## config.mk

```make
export PLATFORM = sky130hd
export DESIGN_NAME = lfsr_rand_server
export DESIGN_NICKNAME = d
export VERILOG_FILES = /design/src/rtl/lfsr_pkg.sv /design/src/rtl/rr_pick.sv /design/src/rtl/lfsr_rand_server.sv
export SDC_FILE = /design/constraint.sdc
export NUM_CORES = 1
export LEC_CHECK = 0
export CORE_ASPECT_RATIO = 1.25
export CORE_MARGIN = 2
export CORE_UTILIZATION = 58
export CTS_CLUSTER_DIAMETER = 120
export CTS_CLUSTER_SIZE = 40
export DETAILED_ROUTE_END_ITERATION = 8
export PLACE_DENSITY = 0.85
export SKIP_CTS_REPAIR_TIMING = 1
export SYNTH_ARGS = -nofsm -noshare
export SYNTH_HDL_FRONTEND = slang
export SYNTH_HIERARCHICAL = 1
export SYNTH_SLANG_ARGS = --single-unit
```

## constraint.sdc

```tcl
create_clock -name clk -period 3.5 [get_ports clk]
set_clock_uncertainty 0.05 [all_clocks]
set_input_delay 0.7 -clock clk [delete_from_list [all_inputs] [get_ports clk]]
set_output_delay 0.7 -clock clk [all_outputs]
set_load 0.02 [all_outputs]
```

## src/rtl/lfsr_pkg.sv

```systemverilog
// Shared 16-bit Fibonacci LFSR definitions: width, tap mask, multi-bit step
// function and the server FSM state type.
package lfsr_pkg;

  localparam int unsigned LFSR_W = 16;
  // Taps at bits 15, 13, 12, 10
  localparam logic [LFSR_W-1:0] LFSR_TAPS = 16'hB400;

  typedef enum logic {
    WARM = 1'b0,
    RUN  = 1'b1
  } rsrv_state_t;

  function automatic logic [LFSR_W-1:0] lfsr_step(input logic [LFSR_W-1:0] s,
                                                  input int unsigned nbits);
    logic [LFSR_W-1:0] r;
    r = s;
    for (int unsigned i = 0; i < LFSR_W; i++) begin
      if (i < nbits) r = {r[LFSR_W-2:0], ^(r & LFSR_TAPS)};
    end
    return r;
  endfunction

endpackage

```

## src/rtl/rr_pick.sv

```systemverilog
// Combinational round-robin picker: first set request at or after ptr, wrapping.
module rr_pick #(
  parameter int unsigned NREQ  = 4,
  parameter int unsigned IDX_W = $clog2(NREQ)
) (
  input  logic [NREQ-1:0]  req,
  input  logic [IDX_W-1:0] ptr,
  output logic [NREQ-1:0]  onehot,
  output logic [IDX_W-1:0] idx,
  output logic             any
);

  function automatic logic [IDX_W-1:0] wrap_idx(input logic [IDX_W-1:0] p,
                                                input int unsigned off);
    return IDX_W'((32'(p) + off) % NREQ);
  endfunction

  // Scan from the farthest offset down so the nearest request wins last
  always_comb begin
    onehot = '0;
    idx    = '0;
    any    = 1'b0;
    for (int unsigned k = 0; k < NREQ; k++) begin
      if (req[wrap_idx(ptr, NREQ - 1 - k)]) begin
        onehot                             = '0;
        onehot[wrap_idx(ptr, NREQ - 1 - k)] = 1'b1;
        idx                                = wrap_idx(ptr, NREQ - 1 - k);
        any                                = 1'b1;
      end
    end
  end

endmodule

```

## src/rtl/lfsr_rand_server.sv

```systemverilog
// Shared LFSR random source: round-robin grants to NREQ requesters, each grant
// returns OUT_W fresh bits; reseed and reset both run a warm-up before serving.
module lfsr_rand_server
  import lfsr_pkg::*;
#(
  parameter int unsigned       NREQ    = 4,
  parameter int unsigned       OUT_W   = 6,
  parameter logic [LFSR_W-1:0] INITVAL = 16'he45b,
  parameter int unsigned       WARMUP  = 4
) (
  input  logic              clk,
  input  logic              rst,
  input  logic [NREQ-1:0]   req,
  input  logic              seed_wr,
  input  logic [LFSR_W-1:0] seed_data,
  output logic [NREQ-1:0]   gnt,
  output logic              rnd_vld,
  output logic [OUT_W-1:0]  rnd_out,
  output logic              busy
);

  localparam int unsigned IDX_W = $clog2(NREQ);
  localparam int unsigned CNT_W = 8;

  rsrv_state_t       state_q, state_d;
  logic [CNT_W-1:0]  cnt_q, cnt_d;
  logic [LFSR_W-1:0] lfsr_q, lfsr_d;
  logic [IDX_W-1:0]  ptr_q, ptr_d;
  logic [NREQ-1:0]   gnt_q, gnt_d;
  logic              vld_q, vld_d;
  logic [OUT_W-1:0]  rnd_q, rnd_d;
  logic              busy_q, busy_d;

  logic [NREQ-1:0]   pick_oh;
  logic [IDX_W-1:0]  pick_idx;
  logic              pick_any;
  logic [LFSR_W-1:0] lfsr_nxt;

  rr_pick #(
    .NREQ  (NREQ),
    .IDX_W (IDX_W)
  ) u_pick (
    .req    (req),
    .ptr    (ptr_q),
    .onehot (pick_oh),
    .idx    (pick_idx),
    .any    (pick_any)
  );

  assign lfsr_nxt = lfsr_step(lfsr_q, OUT_W);

  // Reseed overrides everything; otherwise warm-up steps or serve one grant
  always_comb begin
    state_d = state_q;
    cnt_d   = cnt_q;
    lfsr_d  = lfsr_q;
    ptr_d   = ptr_q;
    gnt_d   = '0;
    vld_d   = 1'b0;
    rnd_d   = rnd_q;
    busy_d  = busy_q;
    if (seed_wr) begin
      lfsr_d  = (seed_data == '0) ? INITVAL : seed_data;
      cnt_d   = CNT_W'(WARMUP);
      state_d = WARM;
      busy_d  = 1'b1;
    end else begin
      case (state_q)
        WARM: begin
          lfsr_d = lfsr_nxt;
          cnt_d  = cnt_q - CNT_W'(1);
          if (cnt_q == CNT_W'(1)) begin
            state_d = RUN;
            busy_d  = 1'b0;
          end
        end
        RUN: begin
          if (pick_any) begin
            lfsr_d = lfsr_nxt;
            gnt_d  = pick_oh;
            vld_d  = 1'b1;
            rnd_d  = lfsr_nxt[OUT_W-1:0];
            ptr_d  = (pick_idx == IDX_W'(NREQ - 1)) ? '0 : pick_idx + IDX_W'(1);
          end
        end
        default: state_d = WARM;
      endcase
    end
  end

  always_ff @(posedge clk) begin
    if (rst) begin
      state_q <= WARM;
      cnt_q   <= CNT_W'(WARMUP);
      lfsr_q  <= INITVAL;
      ptr_q   <= '0;
      gnt_q   <= '0;
      vld_q   <= 1'b0;
      rnd_q   <= '0;
      busy_q  <= 1'b1;
    end else begin
      state_q <= state_d;
      cnt_q   <= cnt_d;
      lfsr_q  <= lfsr_d;
      ptr_q   <= ptr_d;
      gnt_q   <= gnt_d;
      vld_q   <= vld_d;
      rnd_q   <= rnd_d;
      busy_q  <= busy_d;
    end
  end

  assign gnt     = gnt_q;
  assign rnd_vld = vld_q;
  assign rnd_out = rnd_q;
  assign busy    = busy_q;

endmodule

```

# Word-level counts from Yosys, hierarchy flattened
# Index checks and enable logic that the tools add are counted.
# totals
reg_bits	39
inputBits	23
out_inout_bits	12
word_cells	79
# classes
addsub	5
n_lt_le_gt_ge	8
n_eq_ne	3
muxes	36
bitwise	3
reduce_logical	16
# op_table
cell	n
XOR reduction 16 bit	6
2-to-1 mux 16 bit	3
case mux 16 bit (2 select lines)	1
zero test 16 bit	1
2-to-1 mux 4 bit	4
2-to-1 mux 1 bit	15
less-than comparator 2 x 3 -> 1 bit (second input constant)	4
2-to-1 mux 2 bit	5
binary-select mux 1 bit (select 2 bit)	4
demux 1 bit (select 2 bit)	4
equality test 8 x 1 -> 1 bit (second input constant)	1
greater-or-equal comparator 2 x 1 -> 1 bit (second input constant)	4
subtractor 8 x 1 -> 8 bit (second input constant)	1
adder 2 x 1 -> 2 bit (second input constant)	2
adder 2 bit (second input constant)	2
logical AND 1 bit	4
OR reduction 4 bit	1
inequality test 3 x 2 -> 1 bit (second input constant)	1
inverter 1 bit	3
AND reduction 3 bit	1
OR reduction 3 bit	1
equality test 2 bit (second input constant)	1
AND reduction 2 bit	1
OR reduction 2 bit	1

# Longest topological paths before layout
# Gate-level depths: netlist of run 1.
# logic_depth
ltp_word	10
ltp_mapped	12
ltp_nobuf	10

# Modules after synthesis
# Netlist of run 1, hierarchy kept.
# modules_own_cells
mod	instances	cells_each	area_each_um2	seq_area_each_um2
lfsr_rand_server	1	185	1734.2	780.7
rr_pick	1	61	509.2	0.0

# Worst setup path after synthesis of run 1
# No wires, ideal clock.
# synth_path
kind	register to register
startpoint	reg ptr_q[0]
endpoint	reg ptr_q[1]
setup_ns	0.130
arrival_time_ns	2.193
required_time_ns	3.320
slack_ns	1.127
path_stages_with_launch	11
n_path_buf	2
synth_period_minus_slack_ns	2.373
path_cell_list	dfxtp_1 buf_6 inv_1 ha_1 buf_2 nor2b_1 o211a_1 nor3_1 ha_1 mux2i_1 nor2_1
# synth_via
elab_chain_cells	9
elab_cells_between_ends	23
cone_classes	add/sub: 4; eq/ne: 1; mux: 17; reduce/logical: 1
# synth_rtl
element	line_no	source
start, declared	lfsr_rand_server.sv:28	logic [IDX_W-1:0] ptr_q, ptr_d;
start signal, assigned	lfsr_rand_server.sv:105	ptr_q <= ptr_d;
adder 2 bit	rr_pick.sv:15	return IDX_W'((32'(p) + off) % NREQ);
binary-select mux 1 bit (select 2 bit)	rr_pick.sv:24	if (req[wrap_idx(ptr, NREQ - 1 - k)]) begin
2-to-1 mux 1 bit (not written as such)	rr_pick.sv:24	
2-to-1 mux 2 bit (3 in series)	rr_pick.sv:24	
2-to-1 mux 2 bit (*)	rr_pick.sv:24	
via pick_idx[0]	lfsr_rand_server.sv:35	logic [IDX_W-1:0] pick_idx;
adder 2 x 1 -> 2 bit / equality test 2 bit (equally long branches)	lfsr_rand_server.sv:83	ptr_d = (pick_idx == IDX_W'(NREQ - 1)) ? '0 : pick_idx + IDX_W'(1);
2-to-1 mux 2 bit (*)	lfsr_rand_server.sv:83	
# The timed path passes the listed nets; every way through them passes the cells marked *. The select of a mux whose other input is x is not followed.
# A chain may end at the register's enable or synchronous reset.

# Final worst setup path of run 1
# layout_path
startpoint	reg ptr_q[1]
endpoint	reg ptr_q[1]
# The elaborated chain is that of the path after synthesis.

==> results of run 1 <==
## cell families (layout without fill, tap and decap cells)
kind of cell / count (synthesis) / count (layout) / share of synthesized area (%)
XOR/XNOR: 20 / 20 / 7.808
buffers and inverters: 23 / 54 / 6.023
flip-flops: 39 / 39 / 34.80
AO/OA/AOI/OAI: 58 / 58 / 18.35
AND/OR/NAND/NOR: 82 / 82 / 18.96
adder cells (fa/ha/maj): 11 / 11 / 6.135
multiplexers: 13 / 13 / 7.919
## how the worst max path moves through the flow
stage	start	end	slack (ns)	cells past startpoint
after detailed placement	req[0]	ptr_q[1]$_SDFFE_PP0P_	0.67	7
after CTS	ptr_q[1]$_SDFFE_PP0P_	ptr_q[1]$_SDFFE_PP0P_	0.85	9
after global placement	req[1]	ptr_q[1]$_SDFFE_PP0P_	0.71	7
after global routing	ptr_q[1]$_SDFFE_PP0P_	ptr_q[1]$_SDFFE_PP0P_	0.69	9
after floorplan	ptr_q[0]$_SDFFE_PP0P_	ptr_q[1]$_SDFFE_PP0P_	1.13	10
final	ptr_q[1]$_SDFFE_PP0P_	ptr_q[1]$_SDFFE_PP0P_	0.84	9
## area by class of cell
class | count | area [sq um] | share of cell area [%]
Inverter | 8 | 30.03 | 1.131
Clock inverter | 2 | 13.76 | 0.5184
Multi-Input combinational cell | 184 | 1328 | 50.00
Timing Repair Buffer | 38 | 370.4 | 13.95
Sequential cell | 39 | 780.7 | 29.41
Tap cell | 40 | 50.05 | 1.885
Clock buffer | 6 | 82.58 | 3.110
## routing by layer
layer | vias to the layer above | track usage (%)
met5 | - | 0
met2 | 47 | 39.32
met4 | 0 | 8.889
li1 | 960 | -
met1 | 907 | 29.68
met3 | 7 | 3.697
## sequential cells by signal, indices dropped and copies added, names as in the netlist
name     flops
rnd_out      6
state_q      1
rnd_vld      1
gnt          4
cnt_q        8
ptr_q        2
busy         1
lfsr_q      16
## Yosys cell counts, types with 2 or more instances
cell type and count:
buf_6 5, nand4_1 4, o21ai_0 11, buf_2 6, a32o_1 2, mux2i_1 7, a211oi_1 10, clkbuf_1 2
o22ai_1 5, o211a_1 3, xor2_1 3, a211oi_2 5, and3_1 5, inv_2 2, a31oi_1 4, or3_1 2
xnor2_1 17, dfxtp_1 39, nor3_1 10, nand2_1 8, a21oi_1 11, nand3_1 3, nor2_1 33, a22oi_1 4
inv_1 5, ha_1 11, mux4_2 2, nor4_1 6
## power groups by stage
| stage | clock [uW] | sequential [uW] | combinational (uW) |
|---|---|---|---|
| 2_1_floorplan | 0 | 493 | 123 |
| 3_3_place_gp | 0 | 497 | 173 |
| 3_5_place_dp | 0 | 497 | 177 |
| 4_1_cts | 327 | 487 | 178 |
| 5_1_grt | 345 | 490 | 194 |
| 6_report | 323 | 487 | 178 |
## metrics by stage
stage | power, uW | area [sq um] | hold slack, ns | cells | setup slack (ns)
2_1_floorplan | 615.1 | 2243 | 0.4111 | 246 | 1.127
3_3_place_gp | 669.9 | 2559 | 0.4036 | 309 | 0.7061
3_5_place_dp | 673.9 | 2559 | 0.4140 | 309 | 0.6737
4_1_cts | 991.5 | 2655 | 0.4248 | 317 | 0.8484
5_1_grt | 1029 | 2655 | 0.4681 | 317 | 0.6866
6_report | 988.3 | 2655 | 0.4256 | 317 | 0.8419
## worst register-to-register path, stage by stage (launching register included)
cell      delay (ns)
dfxtp_1         0.61
inv_1           0.22
ha_1            0.52
nor2_1          0.10
o21ai_0         0.18
o221ai_1        0.15
nor3_1          0.26
ha_1            0.28
mux2i_1         0.13
nor2_1          0.05
==> results.json, run 1 <==
{
  "clk_latency_ns": 0.29,
  "ff2ff_path_depth": 9,
  "crit_family": "adder cells",
  "power.share.combinational_pct": 18.0,
  "p_leak_uw": 0.0009977,
  "floorplan.initialDensity_pct": 59.77,
  "power_density_nw_per_um2": 372.2,
  "synth_edf_count": 0,
  "antenna_cells": 0,
  "grtUsageTotal_pct": 23.34,
  "finalSetupViolCount": 0,
  "cpPeakStageDelay_ns": 0.61,
  "vias_per_cell": 6.060,
  "avgSynthCellArea_sq_um": 9.120,
  "vdd_drop_max_v": 0.0002905,
  "numCtsBuffers": 5,
  "areaGrowthSynthToFinish_pct": 18.35,
  "maxCapViolCount": 0,
  "top_layer": "met4",
  "drt-met1-wl_um": 2149,
  "final_util_pct": 70.73,
  "portBuffers": 34,
  "final_common_cell": "dfxtp_1",
  "ant_nets": 0,
  "clkSinkCount": 39,
  "num_vias": 1921,
  "synth_area_leaders": "dfxtp_1, xnor2_1, ha_1",
  "intPower_uw": 716.9,
  "top_level_ports": 35,
  "nFillCells": 297,
  "cp_max_fo": 11,
  "first_pass_iters": 4,
  "nets": 310,
  "min_from": "busy$_SDFFE_PP1P_",
  "arrival_ns": 2.79,
  "finalCritPeriodShare_pct": 75.95,
  "worstHoldEndpoint": "busy$_SDFFE_PP1P_",
  "cts_htree_levels": 2,
  "tns_ns": 0,
  "critPathSlowestCell": "dfxtp_1",
  "clk_pin_slew_ns": 0.08,
  "wire_per_inst_um": 14.91,
  "start_kind": "register",
  "first_iter_violations": 52,
  "dr_wl_met3_um": 168,
  "antenna_found_initial": 0,
  "cts-root-buf": "clkbuf_8",
  "die_h_um": 73.54,
  "fp.coreArea_sq_um": 3754,
  "syn_nets": 280,
  "grt_pass1_wl_um": 7852,
  "power_frac_clock_pct": 32.7,
  "swShare_pct": 27.46,
  "grt_start_max_net_pins": 28,
  "cts_tree": "yes",
  "rsz0062_at_grt": "no",
  "reg2reg_to": "ptr_q[1]$_SDFFE_PP0P_",
  "dp_hpwl_um": 3515,
  "hold_depth": 2,
  "synth_flop_cell": "dfxtp_1",
  "layout-drive-gt1-share_pct": 10.47,
  "grt.overflow.total": 0,
  "synth_top_area_share_pct": 34.80,
  "fmaxAchievable_ghz": 0.3762,
  "worst-path-buf-inv": 1,
  "cts_buffer_depth": 2,
  "hp-class": "register to register",
  "crit_type": "register to register",
  "yosysSeqAreaShare_pct": 34.80,
  "totalWireLength_um": 4726,
  "maxSlewHeadroom_pct": 58.67,
  "p_seq_share_pct": 49.3,
  "worstMarginPinSlew_ns": 0.6199,
  "yosys.area.top_type": "dfxtp_1",
  "die_w_um": 59.63,
  "crit_path_cell_trace": "inv_1, ha_1, nor2_1, o21ai_0, o221ai_1, nor3_1, ha_1, mux2i_1, nor2_1",
  "status": "finished clean",
  "synthArstFlopShare_pct": 0,
  "timing.rr.start": "ptr_q[1]$_SDFFE_PP0P_",
  "hold_violations": 0,
  "synthCells": 246,
  "gp_congestion": 0.8313,
  "syn_area_sq_um": 2243,
  "grt_pass1_vias": 1760,
  "post-route-min-period_ns": 2.658,
  "synth_seq_cells": 39,
  "slew_viol_final": 0,
  "rows": 25,
  "ys_types": 49,
  "final_cell_mix": "dfxtp_1, clkdlybuf4s50_1, nor2_1",
  "r2r_setup_slack_ns": 0.84,
  "crit_required_ns": 3.63,
  "setup.worst_path.end_class": "register",
  "dieArea_sq_um": 4385,
  "drc": 0,
  "p_sw_uw": 271.4,
  "route.met2.wl_um": 2347,
  "yosysWarnings": 6
}
(Power assumes the default switching activity.)
==> run 2, diff against run 1 <==
--- a/config.mk
+++ b/config.mk
@@ -7,11 +7,11 @@
 export LEC_CHECK = 0
 export CORE_ASPECT_RATIO = 1.25
 export CORE_MARGIN = 2
-export CORE_UTILIZATION = 58
+export CORE_UTILIZATION = 54
 export CTS_CLUSTER_DIAMETER = 120
 export CTS_CLUSTER_SIZE = 40
 export DETAILED_ROUTE_END_ITERATION = 8
-export PLACE_DENSITY = 0.85
+export PLACE_DENSITY = 0.8
 export SKIP_CTS_REPAIR_TIMING = 1
 export SYNTH_ARGS = -nofsm -noshare
 export SYNTH_HDL_FRONTEND = slang
==> constraint.sdc (replaced) <==
create_clock -name clk -period 2.63 [get_ports clk]
set_clock_uncertainty 0.05 [all_clocks]
set_input_delay 0.526 -clock clk [delete_from_list [all_inputs] [get_ports clk]]
set_output_delay 0.526 -clock clk [all_outputs]
set_load 0.02 [all_outputs]
==> run 2 against run 1 <==
  * Register-to-register slack got worse by 0.42 ns
  * Critical path depth fell by 2
  * Cell area up 3.6%
  * Via count up 1.7%
  * Cell count rose by 7.6%
  * Sequential cell count is the same
==> results.json, run 2 (synthesis gave the netlist of run 1 again) <==
{
  "status": "finished clean",
  "drc": 0,
  "arrival_ns": 2.35,
  "largest_reg_flops": 16,
  "r2r_setup_slack_ns": 0.42,
  "maxCapViolCount": 0,
  "wire_per_inst_um": 14.42,
  "finalCritPeriodShare_pct": 84.94,
  "top_level_ports": 35,
  "first_iter_violations": 64,
  "slew_viol_final": 0,
  "cts_htree_levels": 2,
  "fin_ws_ns": 0.3961,
  "antenna_found_initial": 0,
  "nets": 318,
  "numCtsBuffers": 5,
  "crit_required_ns": 2.75,
  "final_common_cell": "dfxtp_1",
  "grt_pass1_wl_um": 8079,
  "crit_family": "multiplexers",
  "p_seq_share_pct": 46.5,
  "start_kind": "input pin",
  "finalSetupViolCount": 0,
  "power_density_nw_per_um2": 505.7,
  "fmaxAchievable_ghz": 0.4476,
  "portBuffers": 34,
  "totalWireLength_um": 4918,
  "dieArea_sq_um": 4689,
  "pre_cts_slack_ns": 0.08384,
  "num_vias": 1954,
  "vdd_drop_max_v": 0.0004700,
  "cp_max_fo": 5,
  "crit_type": "input pin to register",
  "grt_pass1_vias": 1876,
  "dp_hpwl_um": 3754,
  "antenna_cells": 0,
  "rows": 26,
  "fp.coreArea_sq_um": 4034,
  "vias_per_cell": 5.730,
  "gp_congestion": 0.8270,
  "hp-class": "register to register",
  "grt_start_max_net_pins": 28,
  "cts_buffer_depth": 2,
  "swShare_pct": 26.16,
  "rsz0062_at_grt": "no",
  "p_sw_uw": 364.0,
  "cts-root-buf": "clkbuf_8",
  "worst-path-buf-inv": 1,
  "hold_violations": 0,
  "power.share.combinational_pct": 17.4,
  "power_frac_clock_pct": 36.0,
  "clkSinkCount": 39,
  "intPower_uw": 1027,
  "clk_pin_slew_ns": 0.08,
  "critPathSlowestCell": "mux4_2",
  "cts_tree": "yes",
  "worstMarginPinSlew_ns": 0.6295,
  "clk_latency_ns": 0.29,
  "die_h_um": 76.07,
  "ant_nets": 0,
  "first_pass_iters": 4,
  "grtUsageTotal_pct": 22.31,
  "floorplan.initialDensity_pct": 55.61,
  "largest_register": "lfsr_q",
  "grt.overflow.total": 0,
  "crit_path_cell_trace": "clkdlybuf4s50_1, mux4_2, o211a_1, nor3_1, ha_1, mux2i_1, nor2_1",
  "post-route-min-period_ns": 2.234,
  "maxSlewHeadroom_pct": 58.04,
  "layout-drive-gt1-share_pct": 12.98,
  "p_leak_uw": 0.001042,
  "fin_hold_ws_ns": 0.4487,
  "areaGrowthSynthToFinish_pct": 22.64,
  "tns_ns": 0,
  "die_w_um": 61.65,
  "final_cell_mix": "dfxtp_1, clkdlybuf4s50_1, nor2_1",
  "cpPeakStageDelay_ns": 0.51,
  "setup.worst_path.end_class": "register"
}
## run 2: area by class of cell
type                    count  area (sq um)
clock buffers               5         68.82
clock inverters             3         43.79
fillers                   352          1282
inverters                   8         30.03
multi-input cells         184          1328
flip-flops and latches     39         780.7
well taps                  56         70.07
repair buffers             46         430.4
## run 2: worst register-to-register path, stage by stage (launching register included)
cell,delay (ns)
dfxtp_1,0.34
inv_1,0.12
ha_1,0.44
nor2b_1,0.20
o211a_1,0.23
nor3_1,0.25
ha_1,0.27
mux2i_1,0.14
nor2_1,0.05
## run 2: power by group through the flow
stage | Sequential, uW | Combinational (uW) | Clock (uW)
finish | 648 | 242 | 501
global route | 651 | 265 | 535
CTS | 648 | 244 | 507
detailed placement | 661 | 243 | 0
global placement | 660 | 238 | 0
floorplan | 656 | 163 | 0
## run 2: worst paths after layout
kind                                 from                       to  cells after the start
hold reg to reg   lfsr_q[15]$_SDFFE_PP1P_  lfsr_q[15]$_SDFFE_PP1P_                      2
setup reg to reg    ptr_q[1]$_SDFFE_PP0P_    ptr_q[1]$_SDFFE_PP0P_                      8
hold / removal    lfsr_q[15]$_SDFFE_PP1P_  lfsr_q[15]$_SDFFE_PP1P_                      2
setup / recovery                   req[1]    ptr_q[1]$_SDFFE_PP0P_                      7
## run 2: routing by layer
layer | vias up | wire length (um) | GRT usage, %
met3 | 8 | 157 | 4.584
met1 | 934 | 1976 | 24.60
li1 | 971 | - | -
met2 | 41 | 2723 | 40.63
met4 | 0 | 59 | 6.596
met5 | - | 0 | 0
## run 2: stage by stage
step	std cells	util [%]	power, uW	cell area, sq um
6_report	341	68.21	1391	2751
5_1_grt	341	68.21	1451	2751
4_1_cts	341	68.21	1399	2751
3_5_place_dp	333	65.42	904.2	2639
3_3_place_gp	333	65.42	897.6	2639
2_1_floorplan	246	-	818.6	2243
==> run 3, diff against run 2 <==
==> constraint.sdc (replaced) <==
create_clock -name clk -period 2.2 [get_ports clk]
set_clock_uncertainty 0.05 [all_clocks]
set_input_delay 0.44 -clock clk [delete_from_list [all_inputs] [get_ports clk]]
set_output_delay 0.44 -clock clk [all_outputs]
set_load 0.02 [all_outputs]
==> run 3 against run 2 <==
  * Critical path type is now register to register
  * Largest power group unchanged
  * Cell area rose by 3.7%
  * Power rose by 21%
  * Highest routed layer unchanged
  * Die area did not move
==> results.json, run 3 (synthesis gave the netlist of run 1 again) <==
{
  "worst-path-buf-inv": 1,
  "grt_pass1_wl_um": 8618,
  "worstMarginPinSlew_ns": 0.5155,
  "setup.worst_path.end_class": "register",
  "clk_pin_slew_ns": 0.08,
  "maxCapViolCount": 0,
  "areaGrowthSynthToFinish_pct": 27.22,
  "grt.overflow.total": 0,
  "dieArea_sq_um": 4689,
  "hold_violations": 0,
  "crit_path_cell_trace": "buf_4, mux4_2, o211a_1, nor3_2, ha_1, nor2_1, mux2i_1, nor2_1",
  "cts_tree": "yes",
  "pre_cts_slack_ns": -0.1416,
  "crit_top_cell": "nor2_1",
  "nFillCells": 339,
  "vias_per_cell": 5.606,
  "dp_hpwl_um": 3710,
  "r2r_setup_slack_ns": 0.17,
  "fp.coreArea_sq_um": 4034,
  "maxSlewHeadroom_pct": 65.31,
  "first_iter_violations": 111,
  "clk_latency_ns": 0.30,
  "rsz0062_at_grt": "no",
  "totalWireLength_um": 4951,
  "worstHoldEndpoint": "busy$_SDFFE_PP1P_",
  "crit_family": "multiplexers",
  "status": "finished clean",
  "gp_congestion": 0.8401,
  "reg2reg_to": "ptr_q[0]$_SDFFE_PP0P_",
  "numCtsBuffers": 5,
  "grtUsageTotal_pct": 23.85,
  "largest_reg_flops": 16,
  "top_level_ports": 35,
  "power_density_nw_per_um2": 590.7,
  "cp_max_fo": 16,
  "arrival_ns": 2.16,
  "largest_register": "lfsr_q",
  "ff2ff_path_depth": 8,
  "antenna_cells": 0,
  "grt_pass1_vias": 1945,
  "cpPeakStageDelay_ns": 0.54,
  "fmaxAchievable_ghz": 0.4925,
  "drc": 0,
  "die_h_um": 76.07,
  "vdd_drop_max_v": 0.0004700,
  "setup.worst_path.start": "ptr_q[0]$_SDFFE_PP0P_",
  "hp-class": "register to register",
  "hold_depth": 2,
  "portBuffers": 34,
  "layout-drive-gt1-share_pct": 17.01,
  "nets": 327,
  "first_pass_iters": 4,
  "p_leak_uw": 0.001093,
  "min_from": "busy$_SDFFE_PP1P_",
  "final_cell_mix": "dfxtp_1, clkdlybuf4s50_1, nor2_1",
  "ant_nets": 0,
  "start_kind": "register",
  "fin_ws_ns": 0.1697,
  "fin_hold_ws_ns": 0.4359,
  "post-route-min-period_ns": 2.030,
  "finalSetupViolCount": 0,
  "critPathSlowestCell": "mux4_2",
  "timing.rr.start": "ptr_q[0]$_SDFFE_PP0P_",
  "slew_viol_final": 0,
  "cts_buffer_depth": 2,
  "antenna_found_initial": 0,
  "grt_start_max_net_pins": 28,
  "crit_type": "register to register",
  "wire_per_inst_um": 14.15,
  "cts_htree_levels": 2,
  "final_util_pct": 70.75,
  "die_w_um": 61.65,
  "finalCritPeriodShare_pct": 92.29,
  "final_common_cell": "dfxtp_1",
  "clkSinkCount": 39,
  "cts-root-buf": "clkbuf_8",
  "rows": 26,
  "floorplan.initialDensity_pct": 55.61,
  "crit_required_ns": 2.33,
  "num_vias": 1962
}
[run 3: worst reg2reg max path: stages, from the launching register on]
cell and delay [ns]:
dfxtp_4 0.34, buf_4 0.21, mux4_2 0.54, o211a_1 0.13
nor3_2 0.19, ha_1 0.18, nor2_1 0.04, mux2i_1 0.16
nor2_1 0.06
[run 3: worst max-delay path by stage]
stage | end | slack [ns] | cells past startpoint
final | ptr_q[0]$_SDFFE_PP0P_ | 0.17 | 8
after global routing | ptr_q[1]$_SDFFE_PP0P_ | 0.03 | 9
after CTS | ptr_q[0]$_SDFFE_PP0P_ | 0.06 | 9
after detailed placement | ptr_q[1]$_SDFFE_PP0P_ | -0.14 | 7
after global placement | ptr_q[1]$_SDFFE_PP0P_ | -0.13 | 7
after floorplan | ptr_q[1]$_SDFFE_PP0P_ | 0.02 | 10
[run 3: report_power, final]
part / internal [uW] / switching [uW]
sequential: 741 / 33.7
clock: 338 / 270
combinational: 157 / 147
total: 1240 / 451
[run 3: layout make-up]
class | instances | area, sq um | area share (%)
Tap cell | 56 | 70.07 | 2.455
Multi-Input combinational cell | 184 | 1345 | 47.13
Clock buffer | 5 | 68.82 | 2.411
Sequential cell | 39 | 785.8 | 27.53
Timing Repair Buffer | 55 | 510.5 | 17.89
Inverter | 8 | 30.03 | 1.052
Clock inverter | 3 | 43.79 | 1.534
[run 3: metal layers]
metal	track usage [%]	part of all wire [%]	up-vias
li1	-	-	992
met1	28.74	41	919
met2	41.37	55	44
met3	4.075	2.8	7
met4	7.447	1.5	0
met5	0	0	-
[run 3: per-stage QoR]
stage          setup TNS, ns  instances  power (uW)  area, sq um
2_1_floorplan              0        246       978.1         2253
3_3_place_gp         -0.5340        342        1085         2729
3_5_place_dp         -0.7507        342        1093         2729
4_1_cts                    0        350        1697         2841
5_1_grt                    0        350        1757         2854
6_report                   0        350        1686         2854
